<file path="src/rtl/led_frame_scheduler.sv">
// Round-robin scheduler sharing one WS2812B GRB/NZR driver between a pattern source (A)
// and a host source (B), with minimum frame period and a driver-hang watchdog.
module led_frame_scheduler #(
   parameter int unsigned MIN_FRAME_TICKS = 1666667,
   parameter int unsigned WDOG_TICKS      = 65535
) (
   input  logic       clk,
   input  logic       reset,
   input  logic       Enable,
   input  logic       ReqA,
   input  logic [2:0] NumLEDsA,
   input  logic       ReqB,
   input  logic [2:0] NumLEDsB,
   input  logic       Done,
   input  logic       allDone,
   input  logic       ClrErr,
   output logic       GntA,
   output logic       GntB,
   output logic       FrameDoneA,
   output logic       FrameDoneB,
   output logic       ShipGRB,
   output logic [2:0] NumLEDs,
   output logic       Busy,
   output logic       WdogErr
);

   typedef enum logic [2:0] {
      S_IDLE  = 3'd0,
      S_GRANT = 3'd1,
      S_SHIP  = 3'd2,
      S_LATCH = 3'd3,
      S_HOLD  = 3'd4
   } state_t;

   localparam logic [23:0] FRAME_LAST = 24'(MIN_FRAME_TICKS - 32'd1);
   localparam logic [23:0] FRAME_SAT  = 24'hFF_FFFF;
   localparam logic [15:0] WDOG_LAST  = 16'(WDOG_TICKS - 32'd1);

   // Out-of-range LED counts fall back to a single LED so the driver never sees 0.
   function automatic logic [2:0] clamp_leds(input logic [2:0] n);
      logic [2:0] r;
      if ((n == 3'd0) || (n > 3'd5)) begin
         r = 3'd1;
      end else begin
         r = n;
      end
      return r;
   endfunction

   state_t      state_q, state_d;
   logic        gnt_a_q, gnt_a_d;
   logic        gnt_b_q, gnt_b_d;
   logic        ship_q, ship_d;
   logic [2:0]  num_leds_q, num_leds_d;
   logic        busy_q, busy_d;
   logic        wdog_err_q, wdog_err_d;
   logic        last_b_q, last_b_d;
   logic [23:0] frame_cnt_q, frame_cnt_d;
   logic [15:0] wdog_cnt_q, wdog_cnt_d;
   logic        frame_done_a_s, frame_done_b_s;
   logic        wdog_exp_s;

   // State register and all registered outputs.
   always_ff @(posedge clk or negedge reset) begin
      if (!reset) begin
         state_q     <= S_IDLE;
         gnt_a_q     <= 1'b0;
         gnt_b_q     <= 1'b0;
         ship_q      <= 1'b0;
         num_leds_q  <= 3'd1;
         busy_q      <= 1'b0;
         wdog_err_q  <= 1'b0;
         last_b_q    <= 1'b1;
         frame_cnt_q <= FRAME_SAT;
         wdog_cnt_q  <= 16'd0;
      end else begin
         state_q     <= state_d;
         gnt_a_q     <= gnt_a_d;
         gnt_b_q     <= gnt_b_d;
         ship_q      <= ship_d;
         num_leds_q  <= num_leds_d;
         busy_q      <= busy_d;
         wdog_err_q  <= wdog_err_d;
         last_b_q    <= last_b_d;
         frame_cnt_q <= frame_cnt_d;
         wdog_cnt_q  <= wdog_cnt_d;
      end
   end

   // Next-state, arbitration, counters and frame-done decode.
   always_comb begin
      state_d        = state_q;
      gnt_a_d        = gnt_a_q;
      gnt_b_d        = gnt_b_q;
      ship_d         = 1'b0;
      num_leds_d     = num_leds_q;
      last_b_d       = last_b_q;
      wdog_cnt_d     = wdog_cnt_q;
      frame_done_a_s = 1'b0;
      frame_done_b_s = 1'b0;
      wdog_exp_s     = (wdog_cnt_q == WDOG_LAST);
      if (frame_cnt_q == FRAME_SAT) begin
         frame_cnt_d = frame_cnt_q;
      end else begin
         frame_cnt_d = frame_cnt_q + 24'd1;
      end
      if (ClrErr) begin
         wdog_err_d = 1'b0;
      end else begin
         wdog_err_d = wdog_err_q;
      end

      case (state_q)
         S_IDLE: begin
            if (Enable && (ReqA || ReqB)) begin
               state_d = S_GRANT;
               // On a tie, A wins whenever B was served last.
               if (ReqA && (!ReqB || last_b_q)) begin
                  gnt_a_d    = 1'b1;
                  gnt_b_d    = 1'b0;
                  num_leds_d = clamp_leds(NumLEDsA);
               end else begin
                  gnt_a_d    = 1'b0;
                  gnt_b_d    = 1'b1;
                  num_leds_d = clamp_leds(NumLEDsB);
               end
            end else begin
               state_d = S_IDLE;
            end
         end
         S_GRANT: begin
            ship_d      = 1'b1;
            frame_cnt_d = 24'd0;
            wdog_cnt_d  = 16'd0;
            last_b_d    = gnt_b_q;
            state_d     = S_SHIP;
         end
         S_SHIP: begin
            if (Done && allDone) begin
               frame_done_a_s = gnt_a_q;
               frame_done_b_s = gnt_b_q;
               gnt_a_d        = 1'b0;
               gnt_b_d        = 1'b0;
               state_d        = S_HOLD;
            end else if (Done) begin
               wdog_cnt_d = wdog_cnt_q + 16'd1;
               state_d    = S_LATCH;
            end else if (wdog_exp_s) begin
               wdog_err_d = 1'b1;
               gnt_a_d    = 1'b0;
               gnt_b_d    = 1'b0;
               state_d    = S_HOLD;
            end else begin
               wdog_cnt_d = wdog_cnt_q + 16'd1;
            end
         end
         S_LATCH: begin
            if (allDone) begin
               frame_done_a_s = gnt_a_q;
               frame_done_b_s = gnt_b_q;
               gnt_a_d        = 1'b0;
               gnt_b_d        = 1'b0;
               state_d        = S_HOLD;
            end else if (wdog_exp_s) begin
               wdog_err_d = 1'b1;
               gnt_a_d    = 1'b0;
               gnt_b_d    = 1'b0;
               state_d    = S_HOLD;
            end else begin
               wdog_cnt_d = wdog_cnt_q + 16'd1;
            end
         end
         S_HOLD: begin
            gnt_a_d = 1'b0;
            gnt_b_d = 1'b0;
            if (frame_cnt_q >= FRAME_LAST) begin
               state_d = S_IDLE;
            end else begin
               state_d = S_HOLD;
            end
         end
         default: begin
            gnt_a_d = 1'b0;
            gnt_b_d = 1'b0;
            state_d = S_IDLE;
         end
      endcase

      busy_d = (state_d != S_IDLE);
   end

   assign GntA       = gnt_a_q;
   assign GntB       = gnt_b_q;
   assign ShipGRB    = ship_q;
   assign NumLEDs    = num_leds_q;
   assign Busy       = busy_q;
   assign WdogErr    = wdog_err_q;
   assign FrameDoneA = frame_done_a_s;
   assign FrameDoneB = frame_done_b_s;

endmodule

</file>
<file path="config.mk">
export PLATFORM = sky130hd
export DESIGN_NAME = led_frame_scheduler
export DESIGN_NICKNAME = d
export VERILOG_FILES = /design/src/rtl/led_frame_scheduler.sv
export SDC_FILE = /design/constraint.sdc
export NUM_CORES = 1
export LEC_CHECK = 0
export CORE_MARGIN = 4
export CORE_UTILIZATION = 63
export DETAILED_ROUTE_END_ITERATION = 7
export GPL_TIMING_DRIVEN = 0
export PLACE_DENSITY = 0.9
export SKIP_LAST_GASP = 1
export SYNTH_ARGS = -nofsm -noshare
export SYNTH_HDL_FRONTEND = slang
export SYNTH_SLANG_ARGS = --single-unit
</file>
<file path="constraint.sdc">
create_clock -name clk -period 5.6 [get_ports clk]
set_input_delay 1.12 -clock clk [delete_from_list [all_inputs] [get_ports clk]]
set_output_delay 1.12 -clock clk [all_outputs]
set_load 0.1 [all_outputs]
</file>
Word-level counts from Yosys, hierarchy flattened
Index checks and enable logic that the tools add are counted.
{ "word_totals": {"out_inout_bits": 10, "latchBits": 0, "romBits": 0, "mem_bits_rw": 0, "mem_count": 0, "ff_bits": 52, "elab_cells": 87, "inputBits": 14} }
{ "op_classes": {"n_mux": 44, "eq_ne": 11, "order_cmp": 3, "n_mul": 0, "n_bitwise": 1, "n_reduce_logical": 16, "n_div": 0, "n_addsub": 2, "shifts": 0} }
{ "op_table": {"columns": ["operator", "n"], "rows": [
  ["2-to-1 mux 16 bit", 4],
  ["2-to-1 mux 24 bit", 2],
  ["one-hot mux 16 bit (3 select lines)", 1],
  ["adder 24 x 1 -> 24 bit (second input constant)", 1],
  ["equality test 24 bit (second input constant)", 1],
  ["greater-or-equal comparator 24 x 21 -> 1 bit (second input constant)", 1],
  ["2-to-1 mux 3 bit", 8],
  ["2-to-1 mux 1 bit", 23],
  ["adder 16 x 1 -> 16 bit (second input constant)", 1],
  ["equality test 16 bit (second input constant)", 1],
  ["one-hot mux 3 bit (5 select lines)", 1],
  ["logical NOT 3 bit", 3],
  ["one-hot mux 1 bit (4 select lines)", 2],
  ["equality test 3 x 2 -> 1 bit (second input constant)", 2],
  ["greater-than comparator 3 bit (second input constant)", 2],
  ["!= test 2 bit (second input constant)", 3],
  ["one-hot mux 1 bit (2 select lines)", 3],
  ["AND reduction 3 bit", 2],
  ["nonzero test 3 bit", 2],
  ["logical OR 1 bit", 4],
  ["equality test 3 x 1 -> 1 bit (second input constant)", 1],
  ["equality test 3 bit (second input constant)", 1],
  ["logical AND 1 bit", 3],
  ["!= test 3 bit (second input constant)", 1],
  ["4 further kinds", 4]
]} }

Longest topological paths before layout
Gate-level depths: netlist of run 1.
{ "depth": {"ltp_word": 6, "ltp_mapped": 9, "mapped_depth_nobuf": 7} }

Least setup slack after synthesis of run 1
Ideal clock, no wire load.
{ "synth_path": {"kind": "input port to output port", "from": "in allDone", "to": "out FrameDoneA", "required_time_ns": 4.480, "path_stages": 3, "arrival_ns": 2.138, "path_slack_ns": 2.342, "n_path_buf": 0, "path_cell_list": "o21ai_0 nor2_1 and2_1"} }
{ "synth_between": {"elab_chain_cells": 3, "word_cells_on_any_way": 4, "cone_classes": "mux: 3; reduce/logical: 1"} }
{ "synth_rtl": {"columns": ["element", "line", "source"], "rows": [
  ["start, declared", "15", "input logic allDone,"],
  ["logical AND 1 bit", "139", "if (Done && allDone) begin"],
  ["2-to-1 mux 1 bit", "139", null],
  ["one-hot mux 1 bit (2 select lines) *", "113", "case (state_q)"],
  ["end, declared", "19", "output logic FrameDoneA,"]
]} }
Every way passes the cells marked *; elsewhere a longest branch is shown, timed or not.

Worst setup path in the final report of run 1
Ends and elaborated chain as after synthesis.

==> run_results.csv, run 1 <==
group,metric,value,unit
yosys,synth-seq-cells,52,
yosys,ys.warnings.count,0,
clocking,clk-insertion-delay-late,0.31,ns
grt,grt_pass1_wl,11.7,mm
clocking,ctsResizeCount,0,
grt,gr-total-overflow,0,
clocking,cts_sinks,52,
pwr,swShare,29.0,%
sta,rsz0062_at_grt,"false",
placement,placed_area,0.00331,mm²
layout,synthToLayoutAreaGrowth,14.5,%
grt,grt_max_degree,31,
worst_setup_path,reg2reg_from,"frame_cnt_q[1]$_DFFE_PN1P_",
pwr,p_per_area,268,mW/mm²
worst_setup_path,arrival,3.42,ns
min_path,hp-class,"reg2reg",
yosys,synth.avg_cell_area,8.89,µm²
die,core_area,0.00447,mm²
worst_setup_path,critical_path_class,"in2out",
drt,vias_per_cell,6.34,
pwr,cellLeakagePower,1.35,nW
clocking,clockRootBuffer,"clkbuf_8",
sta,fin_crit_sh,81.1,%
worst_setup_path,end_kind,"output pin",
drt,antenna_left,0,
drt,vias,2674,
layout,drive_gt1_share,15.4,%
worst_setup_path,cp-start-kind,"primary input",
die,io_pins,24,
outcome,status,"completed",
die,die_h,77.1,µm
sta,fmax,0.220,GHz
worst_setup_path,worstPathMaxFanout,6,
sta,finalMaxSlewViolations,0,
drt,wl_per_cell,16.1,µm
yosys,synth_cells,338,
drt,first_pass_iters,5,
layout,n_antenna_cell,0,
drt,drc,0,
sta,fin_crit,4.54,ns
sta,hold_violations,0,
yosys,synth_nets,356,
sta,finalSetupTns,0,ns
yosys,synth.most_common_cell,"nor2_1",
clocking,path_clk_slew,0.09,ns
yosys,synth_commonest_cells,"43 x nor2_1, 26 x dfrtp_1, 26 x dfstp_2, 26 x nand2_1, 22 x a21oi_1",
layout,num-nets-final,387,
worst_setup_path,required,4.48,ns
sta,setup_viol,0,
yosys,yosys.area.top_type,"dfstp_2",
sta,hold_ws,0.465,ns
layout,finalInstanceArea,0.00344,mm²
grt,antenna_found_initial,0,
grt,track_usage,24.2,%
pwr,pwr-share-clk,30.3,%
sta,worstMarginPinSlew,0.984,ns
flow_run,drv_cap,0,
clocking,cts_setup_buffers,0,
placement,dpl.hpwl,4.84,mm
die,start_util,67.1,%
yosys,yosys-top-cells-area,"dfstp_2 23%, dfrtp_1 22%, xnor2_1 5.8%",
placement,port_buffers,23,
clocking,cts_tree,"done",
yosys,ys_types,57,
layout,fin_util,76.9,%
yosys,synth_top_area_share,22.7,%
die,die_x,77.1,µm
clocking,clockBufferDepth,2,
yosys,seq_area_frac_synth,44.4,%
yosys,synthArstFlopShare,100,%
yosys,synth_edf_count,0,
drt,drtIter0Drc,299,
sta,slew_headroom,34.2,%
die,die-area,0.00594,mm²
pwr,p_sw,0.268,mW
layout,multi_input_area,0.00154,mm²
clocking,h-tree-depth,2,
yosys,syn-cell-area,0.00300,mm²
pwr,p_int,0.655,mW
drt,drt_wl_total,6.79,mm
worst_setup_path,crit_start,"allDone",
clocking,hold_buffers,0,
pwr,power_frac_comb,18.5,%
sta,clock_skew,0.00524,ns
yosys,synth_top_flop_cell,"dfstp_2",
layout,regArea,0.00133,mm²
pwr,ir_drop,0.000226,V
min_path,worstHoldStart,"last_b_q$_DFFE_PN1P_",
placement,place_congestion,0.898,
die,rows,24,
layout,fillCellCount,305,
grt,grt_pass1_vias,2480,
pwr,sequentialPowerShare,51.2,%
clocking,cts_buffers,5,
==> final timing paths <==
check                                                    to  slack [ns]  cells past startpoint
max in group asynchronous        frame_cnt_q[1]$_DFFE_PN1P_        4.22                      2
worst min register to register         last_b_q$_DFFE_PN1P_        0.47                      2
min in group asynchronous                 WdogErr$_DFF_PN0_        0.77                      1
worst min-delay path                   last_b_q$_DFFE_PN1P_        0.47                      2
worst max-delay path                             FrameDoneA        1.06                      5
worst max register to register  frame_cnt_q[13]$_DFFE_PN1P_        3.22                      7
==> state kept, by name (all words and copies together), names as in the netlist <==
signal	cells
Busy	1
GntA	1
GntB	1
NumLEDs	3
ShipGRB	1
WdogErr	1
frame_cnt_q	24
last_b_q	1
state_q	3
wdog_cnt_q	16
==> kinds of logic (layout without fill, tap and decap cells) <==
| family | Yosys count | count (layout) | share of synthesized area (%) |
|---|---|---|---|
| AOI/OAI and AO/OA | 79 | 79 | 16.7 |
| xor gates and xnor gates | 20 | 20 | 5.83 |
| adders and majority gates | 4 | 4 | 1.67 |
| buffers and inverters | 32 | 64 | 4.46 |
| DFF | 52 | 52 | 44.4 |
| muxes | 2 | 2 | 0.708 |
| and+or+nand+nor | 149 | 149 | 26.2 |
==> area by class of cell <==
type | count | area share [%]
Sequential cell | 52 | 38.8
Buffer | 17 | 2.18
Clock buffer | 7 | 2.80
Inverter | 15 | 1.71
Clock inverter | 1 | 0.873
Timing Repair Buffer | 24 | 7.13
Tap cell | 52 | 1.89
Multi-Input combinational cell | 254 | 44.7
==> per-stage QoR <==
| step | instances | worst slack (ns) | power (mW) |
|---|---|---|---|
| finish | 422 | 1.06 | 0.923 |
| global route | 422 | 0.932 | 0.969 |
| CTS | 422 | 1.06 | 0.928 |
| detailed placement | 414 | 1.07 | 0.645 |
| global placement | 413 | 1.11 | 0.635 |
| floorplan | 338 | 2.34 | 0.588 |
==> placed cells by master (no fill, tap or decap), types with 3 or more instances in the layout <==
cell / instances
nor2_1: 43
and4_1: 3
o21ai_0: 19
buf_2: 7
dfrtp_1: 26
a21oi_1: 22
nor3_1: 6
xnor2_1: 20
ha_1: 4
clkdlybuf4s50_1: 22
and2_1: 3
clkbuf_1: 9
nand3_1: 17
inv_1: 13
nand4_1: 15
nand2_1: 26
a211oi_1: 6
nor3b_1: 3
clkbuf_8: 7
dfstp_2: 26
nor4_1: 6
and3_1: 8
a31oi_1: 13
==> critical path, cell delays in order <==
cell	delay (ns)
clkdlybuf4s50_1	0.58
o21ai_0	0.25
nor2_1	0.18
and2_1	0.15
clkdlybuf4s50_1	1.13
==> routing by layer <==
metal	up-vias	routed length, µm	global-route usage, %
met2	113	3190	37.1
met1	1272	3070	34.1
met3	9	445	5.39
met4	0	89	8.01
li1	1280	-	-
met5	-	0	0
==> power by group through the flow <==
stage / clock (mW) / sequential, mW / combinational, mW
after global routing: 0.303 / 0.478 / 0.188
after detailed placement: 0 / 0.477 / 0.167
final: 0.280 / 0.472 / 0.171
after CTS: 0.286 / 0.471 / 0.172
after floorplan: 0 / 0.496 / 0.0914
after global placement: 0 / 0.473 / 0.162
No activity file was read; power rests on OpenSTA's default activity.
==> run 2, diff against run 1 <==
--- a/config.mk
+++ b/config.mk
@@ -6,10 +6,10 @@
 export NUM_CORES = 1
 export LEC_CHECK = 0
 export CORE_MARGIN = 4
-export CORE_UTILIZATION = 63
+export CORE_UTILIZATION = 53
 export DETAILED_ROUTE_END_ITERATION = 7
 export GPL_TIMING_DRIVEN = 0
-export PLACE_DENSITY = 0.9
+export PLACE_DENSITY = 0.82
 export SKIP_LAST_GASP = 1
 export SYNTH_ARGS = -nofsm -noshare
 export SYNTH_HDL_FRONTEND = slang
==> constraint.sdc (replaced) <==
create_clock -name clk -period 3.85 [get_ports clk]
set_input_delay 0.77 -clock clk [delete_from_list [all_inputs] [get_ports clk]]
set_output_delay 0.77 -clock clk [all_outputs]
set_load 0.1 [all_outputs]
==> run_results.csv, run 2 (synthesized netlist as in run 1, its figures left out) <==
group,metric,value,unit
worst_setup_path,crit_start,"allDone",
sta,rsz0062_at_grt,"false",
die,die_x,83.3,µm
clocking,cts_tree,"done",
sta,setup_viol,0,
die,die_h,83.3,µm
worst_setup_path,cp_top_family,"buffers and inverters",
worst_setup_path,arrival,2.71,ns
layout,layout_commonest_cell,"nor2_1",
min_path,hp-class,"in2async",
sta,hold_violations,0,
sta,finalMaxSlewViolations,0,
sta,fmax,0.287,GHz
sta,hold_ws,0.343,ns
drt,drc,0,
placement,place_ws,0.0111,ns
sta,finalSetupTns,0,ns
worst_setup_path,end_kind,"output pin",
clocking,cts_sinks,52,
layout,n_antenna_cell,0,
grt,grt_max_degree,40,
clocking,clockBufferDepth,2,
drt,antenna_left,0,
placement,dpl.hpwl,4.73,mm
sta,clock_skew,0.0117,ns
clocking,h-tree-depth,2,
die,rows,27,
worst_setup_path,critical_path_class,"in2out",
sta,setup_slack,0.365,ns
outcome,status,"completed",
die,core_area,0.00551,mm²
grt,grt_pass1_wl,11.7,mm
die,io_pins,24,
grt,antenna_found_initial,0,
pwr,cellLeakagePower,1.37,nW
pwr,p_per_area,366,mW/mm²
layout,final_cells,442,
clocking,path_clk_slew,0.09,ns
pwr,ir_drop,0.000177,V
placement,place_inst,434,
drt,vias,2628,
clocking,clockRootBuffer,"clkbuf_8",
worst_setup_path,cpPeakStageDelay,0.75,ns
sta,worstMarginPinSlew,0.973,ns
layout,mostFrequentLayoutCells,"43 x nor2_1, 26 x dfrtp_1, 26 x dfstp_2, 26 x nand2_1, 22 x a21oi_1",
grt,gr-total-overflow,0,
worst_setup_path,required,3.08,ns
layout,synthToLayoutAreaGrowth,14.5,%
sta,slew_headroom,35.0,%
drt,vias_per_cell,5.95,
clocking,clk-insertion-delay-late,0.32,ns
worst_setup_path,worstPathMaxFanout,6,
drt,drt_wl_total,6.66,mm
flow_run,drv_cap,0,
worst_setup_path,cp-start-kind,"primary input",
layout,largest_reg_flops,24,
drt,first_pass_iters,4,
drt,drtIter0Drc,200,
worst_setup_path,path_cells,"clkdlybuf4s50_1, o21ai_0, nor2_1, and2_1, dlymetal6s2s_1",
layout,finalInstanceArea,0.00344,mm²
worst_setup_path,cp_num_buf_inv,2,
placement,port_buffers,23,
die,die-area,0.00694,mm²
worst_setup_path,cp_slowest_cell,"dlymetal6s2s_1",
worst_setup_path,reg2reg_from,"frame_cnt_q[18]$_DFFE_PN1P_",
grt,track_usage,20.1,%
placement,place_congestion,0.884,
layout,drive_gt1_share,15.4,%
sta,fin_crit,3.48,ns
layout,largest_register,"frame_cnt_q",
clocking,cts_buffers,5,
layout,fin_util,62.5,%
grt,grt_pass1_vias,2529,
pwr,power,1.26,mW
die,start_util,54.6,%
placement,placed_area,0.00334,mm²
drt,wl_per_cell,15.1,µm
layout,top_regs,"frame_cnt_q x24, wdog_cnt_q x16",
layout,num-nets-final,387,
sta,fin_crit_sh,90.5,%
[run 2: changes by cell type in the layout (fill, tap and decap cells not counted)]
cell	before	now
inv_4	1	2
clkdlybuf4s50_1	22	20
clkbuf_8	7	6
bufinv_16	1	0
dlymetal6s2s_1	0	2
clkinvlp_4	0	1
[run 2: layer usage]
metal / share of wire (%) / GRT usage, %
met1: 48 / 27.7
met2: 46 / 32.1
met3: 5.7 / 4.37
met4: 1.0 / 5.05
met5: 0 / 0
[run 2: worst paths after layout]
| path | end | cells past startpoint | slack, ns |
|---|---|---|---|
| worst max-delay path | FrameDoneB | 5 | 0.37 |
| worst min-delay path | ShipGRB$_DFF_PN0_ | 1 | 0.34 |
| worst max register to register | frame_cnt_q[13]$_DFFE_PN1P_ | 7 | 1.44 |
| worst min register to register | last_b_q$_DFFE_PN1P_ | 2 | 0.50 |
| max in group asynchronous | frame_cnt_q[2]$_DFFE_PN1P_ | 2 | 2.94 |
| min in group clk | last_b_q$_DFFE_PN1P_ | 2 | 0.50 |
[run 2: power by group]
group          internal (mW)  total, mW  switching, mW
sequential             0.622      0.683         0.0612
combinational          0.101      0.242          0.141
clock                  0.146      0.336          0.189
[run 2: repair_timing]
action / CTS / global route
setup buffers: 0 / 0
gates resized for setup: 0 / 2
endpoints found under the setup margin: 0 / 2
hold buffers: 0 / 0
hold endpoints to repair: 0 / 0
[run 2: worst register-to-register path, cell delays in order, from the launching register on]
cell	delay, ns
dfstp_2	0.53
clkbuf_1	0.25
nand4_1	0.26
nor4_4	0.66
buf_4	0.30
a211oi_1	0.10
xnor2_1	0.17
nor2_1	0.06
[run 2: area by class of cell]
class | instances | area (µm²)
fillers | 437 | 2070
multi-input cells | 254 | 1540
flip-flops and latches | 52 | 1330
repair buffers | 24 | 250
well taps | 72 | 90.1
clock buffers | 6 | 82.6
plain buffers | 17 | 75.1
inverters | 15 | 58.8
clock inverters | 2 | 13.8
==> run 3, diff against run 2 <==
==> constraint.sdc (replaced) <==
create_clock -name clk -period 2.85 [get_ports clk]
set_input_delay 0.57 -clock clk [delete_from_list [all_inputs] [get_ports clk]]
set_output_delay 0.57 -clock clk [all_outputs]
set_load 0.1 [all_outputs]
==> run_results.csv, run 3 (synthesized netlist as in run 1, its figures left out) <==
group,metric,value,unit
die,die_h,83.3,µm
worst_setup_path,reg2reg_from,"frame_cnt_q[18]$_DFFE_PN1P_",
worst_setup_path,required,2.28,ns
outcome,status,"completed",
pwr,sequentialPowerShare,54.3,%
clocking,hold_buffers,0,
pwr,cellLeakagePower,1.34,nW
pwr,power_frac_comb,19.3,%
layout,finalInstanceArea,0.00344,mm²
layout,synthToLayoutAreaGrowth,14.4,%
min_path,hp-class,"in2async",
worst_setup_path,arrival,2.21,ns
clocking,clk-insertion-delay-late,0.32,ns
clocking,h-tree-depth,2,
pwr,pwr-share-clk,26.5,%
grt,gr-total-overflow,0,
worst_setup_path,cp-start-kind,"primary input",
flow_run,drv_cap,0,
pwr,p_sw,0.527,mW
pwr,power,1.70,mW
clocking,cts_sinks,52,
pwr,p_per_area,495,mW/mm²
clocking,cts_setup_buffers,0,
drt,drt_wl_total,6.65,mm
layout,final_cells,442,
layout,multi_input_area,0.00154,mm²
layout,drive_gt1_share,15.9,%
placement,place_congestion,0.884,
layout,n_antenna_cell,0,
sta,fmax,0.360,GHz
drt,wl_per_cell,15.0,µm
clocking,ctsResizeCount,6,
die,core_area,0.00551,mm²
die,die_x,83.3,µm
placement,place_inst,434,
drt,drtIter0Drc,198,
die,start_util,54.6,%
pwr,ir_drop,0.000240,V
drt,first_pass_iters,6,
sta,hold_violations,0,
pwr,swShare,31.0,%
clocking,path_clk_slew,0.09,ns
grt,grt_max_degree,40,
drt,drc,0,
layout,largest_register,"frame_cnt_q",
sta,fin_crit,2.78,ns
sta,worstMarginPinSlew,0.969,ns
sta,fin_crit_sh,97.5,%
layout,mostFrequentLayoutCells,"43 x nor2_1, 26 x dfrtp_1, 26 x dfstp_2, 26 x nand2_1, 22 x a21oi_1",
drt,antenna_left,0,
sta,finalMaxSlewViolations,0,
layout,top_regs,"frame_cnt_q x24, wdog_cnt_q x16",
clocking,cts_buffers,5,
grt,antenna_found_initial,0,
grt,grt_pass1_wl,11.7,mm
clocking,cts_tree,"done",
layout,num-nets-final,387,
die,rows,27,
sta,clock_skew,0.0117,ns
die,die-area,0.00694,mm²
placement,dpl.hpwl,4.73,mm
sta,slew_headroom,35.2,%
layout,fillCellCount,438,
worst_setup_path,rr_worst_depth,7,
worst_setup_path,end_kind,"output pin",
drt,vias_per_cell,5.96,
drt,vias,2634,
grt,track_usage,20.1,%
grt,grt_pass1_vias,2529,
die,io_pins,24,
placement,placed_area,0.00334,mm²
sta,setup_viol,0,
layout,layout_commonest_cell,"nor2_1",
layout,largest_reg_flops,24,
placement,port_buffers,23,
sta,rsz0062_at_grt,"true",
clocking,clockRootBuffer,"clkbuf_8",
worst_setup_path,timing.rr.end,"frame_cnt_q[13]$_DFFE_PN1P_",
clocking,clockBufferDepth,2,
worst_setup_path,worstPathMaxFanout,6,
pwr,p_int,1.17,mW
worst_setup_path,critical_path_class,"in2out",
layout,regArea,0.00133,mm²
worst_setup_path,r2r_slack,0.42,ns
## run 3: cell type report
cell class                      instances  area share, %
Inverter                               15           1.71
Clock inverter                          2          0.401
Multi-Input combinational cell        254           44.7
Timing Repair Buffer                   24           7.14
Tap cell                               72           2.62
Clock buffer                            6           2.40
Sequential cell                        52           38.8
Buffer                                 17           2.18
## run 3: worst max-delay path by stage
stage                          start          to  slack [ns]  depth (start not counted)
global route                 allDone  FrameDoneB      -0.004                          5
detailed placement           allDone  FrameDoneB       -0.59                          5
global placement             allDone  FrameDoneB       -0.55                          5
finish                       allDone  FrameDoneB        0.07                          5
floorplan           GntB$_DFFE_PN0P_  FrameDoneB        0.48                          1
CTS                          allDone  FrameDoneB       -0.02                          5
## run 3: worst max-delay path, stage by stage
cell and delay [ns]:
clkdlybuf4s50_1 0.58, o21ai_1 0.18, nor2_1 0.18, and2_1 0.16, clkdlybuf4s18_2 0.54
## run 3: power groups by stage
stage	logic (mW)	registers, mW	clock network, mW
2_1_floorplan	0.179	0.975	0
4_1_cts	0.331	0.919	0.462
3_3_place_gp	0.316	0.930	0
6_report	0.328	0.923	0.451
5_1_grt	0.362	0.933	0.498
3_5_place_dp	0.326	0.931	0
## run 3: through the flow
stage	setup slack [ns]	setup TNS (ns)	hold slack [ns]	util [%]
after floorplan	0.483	0	0.274	-
after global placement	-0.555	-7.66	0.451	60.4
after detailed placement	-0.589	-1.15	0.489	60.6
after CTS	-0.0196	-0.0196	0.147	62.4
after global routing	-0.00385	-0.00385	0.157	62.4
final	0.0699	0	0.145	62.4
## run 3: metal layers
layer / up-vias / part of all wire, % / GRT usage, %
li1: 1285 / - / -
met1: 1240 / 47 / 27.7
met2: 103 / 46 / 32.1
met3: 6 / 5.8 / 4.37
met4: 0 / 0.99 / 5.05
met5: - / 0 / 0
